$ cat src/rtl/cam_ctrl.sv
// cam_ctrl: sequencer for the multipumped BRAM-based CAM storage.
// Slices keys into per-pump row addresses, runs searches and read-modify-write updates.
module cam_ctrl #(
    parameter int unsigned BRAM_DEPTH       = 512,
    parameter int unsigned CAM_DEPTH        = 64,
    parameter int unsigned MULTIPUMP_FACTOR = 2,
    localparam int unsigned ADDR_W  = $clog2(BRAM_DEPTH),
    localparam int unsigned IDX_W   = $clog2(CAM_DEPTH),
    localparam int unsigned SEL_W   = $clog2(MULTIPUMP_FACTOR),
    localparam int unsigned SLICE_W = ADDR_W - SEL_W,
    localparam int unsigned KEY_W   = MULTIPUMP_FACTOR * SLICE_W
) (
    input  logic                 clk,
    input  logic                 sys_rstn,
    input  logic                 req_valid,
    output logic                 req_ready,
    input  logic [1:0]           req_op,
    input  logic [KEY_W-1:0]     req_key,
    input  logic [IDX_W-1:0]     req_idx,
    output logic                 rsp_valid,
    input  logic                 rsp_ready,
    output logic                 rsp_hit,
    output logic [IDX_W-1:0]     rsp_idx,
    output logic [CAM_DEPTH-1:0] rsp_match,
    output logic                 rsp_err,
    output logic                 init_done,
    output logic                 cam_chip_en,
    output logic                 cam_wr_en,
    output logic [ADDR_W-1:0]    cam_addr,
    output logic [CAM_DEPTH-1:0] cam_wdata,
    input  logic [CAM_DEPTH-1:0] cam_rdata
);

    localparam logic [1:0] OpSearch = 2'b00;
    localparam logic [1:0] OpWrite  = 2'b01;
    localparam logic [1:0] OpDelete = 2'b10;
    localparam logic [1:0] OpClear  = 2'b11;

    localparam logic [ADDR_W-1:0] LastRow   = ADDR_W'(BRAM_DEPTH - 1);
    localparam logic [ADDR_W-1:0] SrchCap   = ADDR_W'(MULTIPUMP_FACTOR);
    localparam logic [ADDR_W-1:0] LastSlice = ADDR_W'(MULTIPUMP_FACTOR - 1);

    typedef enum logic [2:0] {
        StInit, StIdle, StSrch, StClrRd, StClrWr, StSetRd, StSetWr, StRsp
    } state_e;

    state_e                 state_q, state_d;
    logic [ADDR_W-1:0]      cnt_q, cnt_d;
    logic [1:0]             op_q, op_d;
    logic [IDX_W-1:0]       idx_q, idx_d;
    logic [KEY_W-1:0]       key_q, key_d;
    logic [KEY_W-1:0]       new_key_q, new_key_d;
    logic [CAM_DEPTH-1:0]   acc_q, acc_d;
    logic [CAM_DEPTH-1:0]   valid_q, valid_d;
    logic [KEY_W-1:0]       shadow_q [CAM_DEPTH];
    logic [KEY_W-1:0]       shadow_d [CAM_DEPTH];
    logic                   init_done_q, init_done_d;
    logic                   rsp_valid_q, rsp_valid_d;
    logic                   rsp_hit_q, rsp_hit_d;
    logic [IDX_W-1:0]       rsp_idx_q, rsp_idx_d;
    logic [CAM_DEPTH-1:0]   rsp_match_q, rsp_match_d;
    logic                   rsp_err_q, rsp_err_d;

    logic                   done_plain, done_err;
    logic [SEL_W-1:0]       sel;
    logic [SLICE_W-1:0]     slice;
    logic [ADDR_W-1:0]      slice_addr;
    logic [CAM_DEPTH-1:0]   idx_mask;
    logic [CAM_DEPTH-1:0]   srch_match;
    logic [IDX_W-1:0]       srch_idx;

    // The pump counter doubles as slice selector in SRCH and the RMW states.
    assign sel        = cnt_q[SEL_W-1:0];
    assign slice      = key_q[sel * SLICE_W +: SLICE_W];
    assign slice_addr = {sel, slice};
    assign idx_mask   = {{(CAM_DEPTH - 1){1'b0}}, 1'b1} << idx_q;

    always_comb begin
        srch_match = acc_q & cam_rdata & valid_q;
        srch_idx   = '0;
        for (int i = CAM_DEPTH - 1; i >= 0; i--) begin
            if (srch_match[i]) srch_idx = IDX_W'(i);
        end
    end

    always_ff @(posedge clk) begin
        if (!sys_rstn) begin
            state_q     <= StInit;
            cnt_q       <= '0;
            op_q        <= OpSearch;
            idx_q       <= '0;
            key_q       <= '0;
            new_key_q   <= '0;
            acc_q       <= '0;
            valid_q     <= '0;
            init_done_q <= 1'b0;
            rsp_valid_q <= 1'b0;
            rsp_hit_q   <= 1'b0;
            rsp_idx_q   <= '0;
            rsp_match_q <= '0;
            rsp_err_q   <= 1'b0;
        end else begin
            state_q     <= state_d;
            cnt_q       <= cnt_d;
            op_q        <= op_d;
            idx_q       <= idx_d;
            key_q       <= key_d;
            new_key_q   <= new_key_d;
            acc_q       <= acc_d;
            valid_q     <= valid_d;
            init_done_q <= init_done_d;
            rsp_valid_q <= rsp_valid_d;
            rsp_hit_q   <= rsp_hit_d;
            rsp_idx_q   <= rsp_idx_d;
            rsp_match_q <= rsp_match_d;
            rsp_err_q   <= rsp_err_d;
        end
    end

    // Shadow keys are only meaningful under a valid bit, so they need no reset.
    always_ff @(posedge clk) begin
        shadow_q <= shadow_d;
    end

    always_comb begin
        state_d     = state_q;
        cnt_d       = cnt_q;
        op_d        = op_q;
        idx_d       = idx_q;
        key_d       = key_q;
        new_key_d   = new_key_q;
        acc_d       = acc_q;
        valid_d     = valid_q;
        shadow_d    = shadow_q;
        init_done_d = init_done_q;
        rsp_valid_d = rsp_valid_q;
        rsp_hit_d   = rsp_hit_q;
        rsp_idx_d   = rsp_idx_q;
        rsp_match_d = rsp_match_q;
        rsp_err_d   = rsp_err_q;
        done_plain  = 1'b0;
        done_err    = 1'b0;

        unique case (state_q)
            StInit: begin
                if (cnt_q == LastRow) begin
                    cnt_d       = '0;
                    init_done_d = 1'b1;
                    if (op_q == OpClear) done_plain = 1'b1;
                    else state_d = StIdle;
                end else begin
                    cnt_d = cnt_q + 1'b1;
                end
            end
            StIdle: begin
                if (req_valid) begin
                    op_d  = req_op;
                    idx_d = req_idx;
                    cnt_d = '0;
                    unique case (req_op)
                        OpSearch: begin
                            key_d   = req_key;
                            acc_d   = '1;
                            state_d = StSrch;
                        end
                        OpWrite: begin
                            new_key_d = req_key;
                            if (valid_q[req_idx]) begin
                                key_d   = shadow_q[req_idx];
                                state_d = StClrRd;
                            end else begin
                                key_d   = req_key;
                                state_d = StSetRd;
                            end
                        end
                        OpDelete: begin
                            if (valid_q[req_idx]) begin
                                key_d   = shadow_q[req_idx];
                                state_d = StClrRd;
                            end else begin
                                done_plain = 1'b1;
                                done_err   = 1'b1;
                            end
                        end
                        default: begin
                            valid_d = '0;
                            state_d = StInit;
                        end
                    endcase
                end
            end
            StSrch: begin
                // Row for pump cnt-1 arrives while cnt is presented.
                if (cnt_q != '0) acc_d = acc_q & cam_rdata;
                if (cnt_q == SrchCap) begin
                    state_d     = StRsp;
                    rsp_valid_d = 1'b1;
                    rsp_hit_d   = |srch_match;
                    rsp_idx_d   = srch_idx;
                    rsp_match_d = srch_match;
                    rsp_err_d   = 1'b0;
                end else begin
                    cnt_d = cnt_q + 1'b1;
                end
            end
            StClrRd: state_d = StClrWr;
            StClrWr: begin
                if (cnt_q == LastSlice) begin
                    cnt_d = '0;
                    if (op_q == OpWrite) begin
                        key_d   = new_key_q;
                        state_d = StSetRd;
                    end else begin
                        valid_d[idx_q] = 1'b0;
                        done_plain     = 1'b1;
                    end
                end else begin
                    cnt_d   = cnt_q + 1'b1;
                    state_d = StClrRd;
                end
            end
            StSetRd: state_d = StSetWr;
            StSetWr: begin
                if (cnt_q == LastSlice) begin
                    cnt_d            = '0;
                    valid_d[idx_q]   = 1'b1;
                    shadow_d[idx_q]  = key_q;
                    done_plain       = 1'b1;
                end else begin
                    cnt_d   = cnt_q + 1'b1;
                    state_d = StSetRd;
                end
            end
            StRsp: begin
                if (rsp_ready) begin
                    rsp_valid_d = 1'b0;
                    state_d     = StIdle;
                end
            end
            default: state_d = StInit;
        endcase

        if (done_plain) begin
            state_d     = StRsp;
            rsp_valid_d = 1'b1;
            rsp_hit_d   = 1'b0;
            rsp_idx_d   = '0;
            rsp_match_d = '0;
            rsp_err_d   = done_err;
        end
    end

    always_comb begin
        req_ready   = (state_q == StIdle);
        cam_chip_en = 1'b0;
        cam_wr_en   = 1'b0;
        cam_addr    = '0;
        cam_wdata   = '0;
        unique case (state_q)
            StInit: begin
                cam_chip_en = 1'b1;
                cam_wr_en   = 1'b1;
                cam_addr    = cnt_q;
            end
            StSrch: begin
                cam_chip_en = (cnt_q != SrchCap);
                cam_addr    = slice_addr;
            end
            StClrRd, StSetRd: begin
                cam_chip_en = 1'b1;
                cam_addr    = slice_addr;
            end
            StClrWr: begin
                cam_chip_en = 1'b1;
                cam_wr_en   = 1'b1;
                cam_addr    = slice_addr;
                cam_wdata   = cam_rdata & ~idx_mask;
            end
            StSetWr: begin
                cam_chip_en = 1'b1;
                cam_wr_en   = 1'b1;
                cam_addr    = slice_addr;
                cam_wdata   = cam_rdata | idx_mask;
            end
            default: ;
        endcase
        // Storage stays quiet while held in reset.
        if (!sys_rstn) begin
            cam_chip_en = 1'b0;
            cam_wr_en   = 1'b0;
        end
    end

    assign rsp_valid = rsp_valid_q;
    assign rsp_hit   = rsp_hit_q;
    assign rsp_idx   = rsp_idx_q;
    assign rsp_match = rsp_match_q;
    assign rsp_err   = rsp_err_q;
    assign init_done = init_done_q;

endmodule
$ cat config.mk
export PLATFORM = sky130hd
export DESIGN_NAME = cam_ctrl
export DESIGN_NICKNAME = d
export VERILOG_FILES = /design/src/rtl/cam_ctrl.sv
export SDC_FILE = /design/constraint.sdc
export NUM_CORES = 2
export LEC_CHECK = 0
export ABC_AREA = 1
export CAP_MARGIN = 20
export CORE_MARGIN = 5
export CORE_UTILIZATION = 55
export CTS_CLUSTER_DIAMETER = 120
export DETAILED_ROUTE_END_ITERATION = 12
export PLACE_DENSITY = 0.87
export RECOVER_POWER = 100
export SLEW_MARGIN = 10
export SYNTH_ARGS = -nofsm -noshare
export SYNTH_HDL_FRONTEND = slang
export SYNTH_SLANG_ARGS = --single-unit
$ cat constraint.sdc
create_clock -name clk -period 3.9 [get_ports clk]
set_input_delay 0.975 -clock clk [delete_from_list [all_inputs] [get_ports clk]]
set_output_delay 0.975 -clock clk [all_outputs]
set_load 0.01 [all_outputs]
==> impl_results.md <==
- Status: complete, but fails checks
- Violated checks: max-capacitance violations, max-slew violations, negative setup slack
- Final design utilization: 65.1%
- Clock sinks: 1278
- Required time worst endpoint: 2920 ps
- HP Start: new_key_q[3]
- Flop pwr share: 47.7%
- Skew final: 57.9 ps
- Final WL: 176 mm
- Relative slew margins: -136%
- Arrival @ worst endpoint: 3360 ps
- Antenna violations before repair: 13
- First-pass GRT wire length: 257 mm
- Post-synth cell types: 38
- Final number of setup-violating endpoints: 183
- Routed Antenna Nets: 0
- Root Driver: clkbuf_16
- GR Overflow Total: 0
- Launching element type of the critical path: flip-flop
- Fmax: 230 MHz
- Yosys warns: 0
- Worst hold slack: 464 ps
- Tmin final: 4340 ps
- Number of remaining DRC errors: 0
- Placement Rows: 114
- Tcrit/Tclk final: 111%
- CP Class: flip-flop to output port
- Die ar.: 103000 sq um
- # port buffers: 241
- Mapped Nets: 4847
- Post-synthesis register bit count: 1278
- Hold Violations, Final: 0
- Mapped cell area: 53000 sq um
- DR vias: 44.1k
- H-tree Lvls: 3
- Die Span X: 321 um
- Final net count: 5163
- Switching power: 9.11 mW
- Worst-Margin Slew: 3540 ps
- Crit. End Element: output port
- Register area share after synthesis: 67.6%
- CTS tree: built
- Setup repair after global routing missed its margin: true
- Sequential cell area: 35900 sq um
- Gate power share: 15.6%
- Mapped Cells: 4746
- Dpl cells: 6211
- Reg-to-reg startpoint: state_q[2]
- Routed WL per cell: 27.3 um
- FILL cells: 6546
- Skew-Pair Late Insertion Delay: 720 ps
- Vias in the first global route: 42.0k
- Slack of the critical path: -438 ps
- Initial DRC count: 8066
- Drt via density: 6.84
- Sw Ratio: 27.8%
- TNS Setup: -25180 ps
- Initial Utilization: 55.2%
- Max Cap Viol: 16
- Peak supply drop: 0.488 mV
- Clock power share: 36.7%
- Multi-input logic area: 15600 sq um
- Mean area per synthesized cell: 11.2 sq um
- CTS Buf Count: 118
- Commonest non-fill, non-tap cell in the layout: edfxtp_1
- Pwr dens: 524 nW/um^2
- Num ports: 242
- Total core area: 96100 sq um
- Gr usage total: 32.6%
- Reg2reg setup slack: -380 ps
- Share of layout cells above drive strength 1: 11.6%
- Maximum fanout along the worst path: 28
- Most frequent cells in the layout: edfxtp_1, nor2_1, o21ai_0
- TritonRoute pass-1 iters: 8
- Area growth, synth to finish: 17.9%
- Post-route insts no fill: 6443
- Crit path from: state_q[2]
- Clk slew on worst S/H paths: 70 ps
- RePlAce Congestion: 0.971
- Hpwl dp: 106 mm
- Max Root-Sink Buffers: 3
- Die H: 321 um
- Worst slack, placed: -1520 ps
- Pleak: 21.3 nW
- HP Class: flip-flop to flip-flop
- Slew Limit Fails: 1056
- Largest net degree at the start of global routing: 100
- P_int: 23.7 mW
area by class of cell:
cell class                 count  area share (%)
inverter                     114           0.696
clock buffer                 151            5.15
multi-input combinational   2984            25.0
tap                         1276            2.55
antenna                        8          0.0320
sequential                  1278            57.3
timing repair buffer         566            7.99
clock inverter                66            1.31
state kept, by name, indices dropped and copies added, names as in the netlist:
register   count
rsp_valid      1
rsp_match     64
key_q         16
new_key_q     16
acc_q         64
shadow_q    1024
cnt_q          9
rsp_err        1
rsp_idx        6
valid_q       64
idx_q          6
rsp_hit        1
op_q           2
state_q        3
init_done      1
path summary, 6_finish.rpt:
check,end,cells after the start
worst max-delay path,cam_wdata[49],7
worst min-delay path,new_key_q[3],2
worst max register to register,valid_q[44],13
worst min register to register,new_key_q[3],2
cells by family (layout without fill, tap and decap cells):
logic type	after synthesis	after routing	synth area share [%]
compound gates	1521	1521	17.4
fa+ha+maj	9	9	0.212
buf+inv	484	897	3.43
flops	1278	1278	67.6
other cells	0	8	0
simple gates	1454	1454	11.4
cells in the mapped netlist, drive strengths merged:
library cell / instances / area [sq um]
a211oi: 65 / 488
a21oi: 270 / 1360
a221o: 23 / 230
a221oi: 47 / 412
a22oi: 2 / 15.0
a2bb2oi: 1 / 8.76
a311oi: 1 / 8.76
a31oi: 35 / 219
buf: 17 / 65.1
clkbuf: 353 / 1330
clkinv: 2 / 7.51
dfxtp: 254 / 5080
edfxtp: 1024 / 30700
ha: 9 / 113
inv: 112 / 420
nand2: 325 / 1220
nand3: 219 / 1370
nand4: 4 / 25.0
nor2: 878 / 3300
nor3: 23 / 115
nor3b: 1 / 7.51
nor4: 3 / 18.8
o2111ai: 2 / 17.5
o211a: 26 / 260
o211ai: 27 / 203
o21a: 2 / 15.0
o21ai: 739 / 3700
o21bai: 2 / 15.0
o221ai: 194 / 1700
o22ai: 67 / 419
o311ai: 15 / 131
o31ai: 3 / 22.5
or3: 1 / 6.26
power groups by stage:
stage,combinational (mW),sequential [mW],clock (mW)
2_1_floorplan,2.46,16.0,0
3_3_place_gp,4.67,15.8,0
3_5_place_dp,4.81,15.9,0
4_1_cts,4.90,15.6,12.0
5_1_grt,5.34,15.7,12.6
6_report,5.10,15.6,12.0
per-layer routing:
layer	share of wire [%]	GRT usage (%)
met5	0.053	0.556
met4	7.6	19.0
met3	15	8.58
met2	45	50.9
met1	33	41.4
critical path: stages (launching register included):
cell and delay [ps]:
dfxtp_1 410, inv_1 120, nor2_1 420, dlymetal6s4s_1 380, buf_12 220, o21ai_1 150, nor2_2 290, clkdlybuf4s50_1 640
through the flow:
step / total power, mW / area [sq um]
after detailed placement: 20.7 / 58500
after CTS: 32.5 / 62700
final: 32.8 / 62600
after global placement: 20.5 / 58500
after global routing: 33.6 / 62500
after floorplan: 18.5 / 53000
repair_timing:
item / CTS / global route
hold buffers: 0 / 0
setup endpoints to repair: 56 / 52
buffers inserted: 2 / 5
gates resized for setup: 76 / 50
hold endpoints to repair: 0 / 0
pin swaps: 3 / 5
Power figures use the tool's default switching activity.
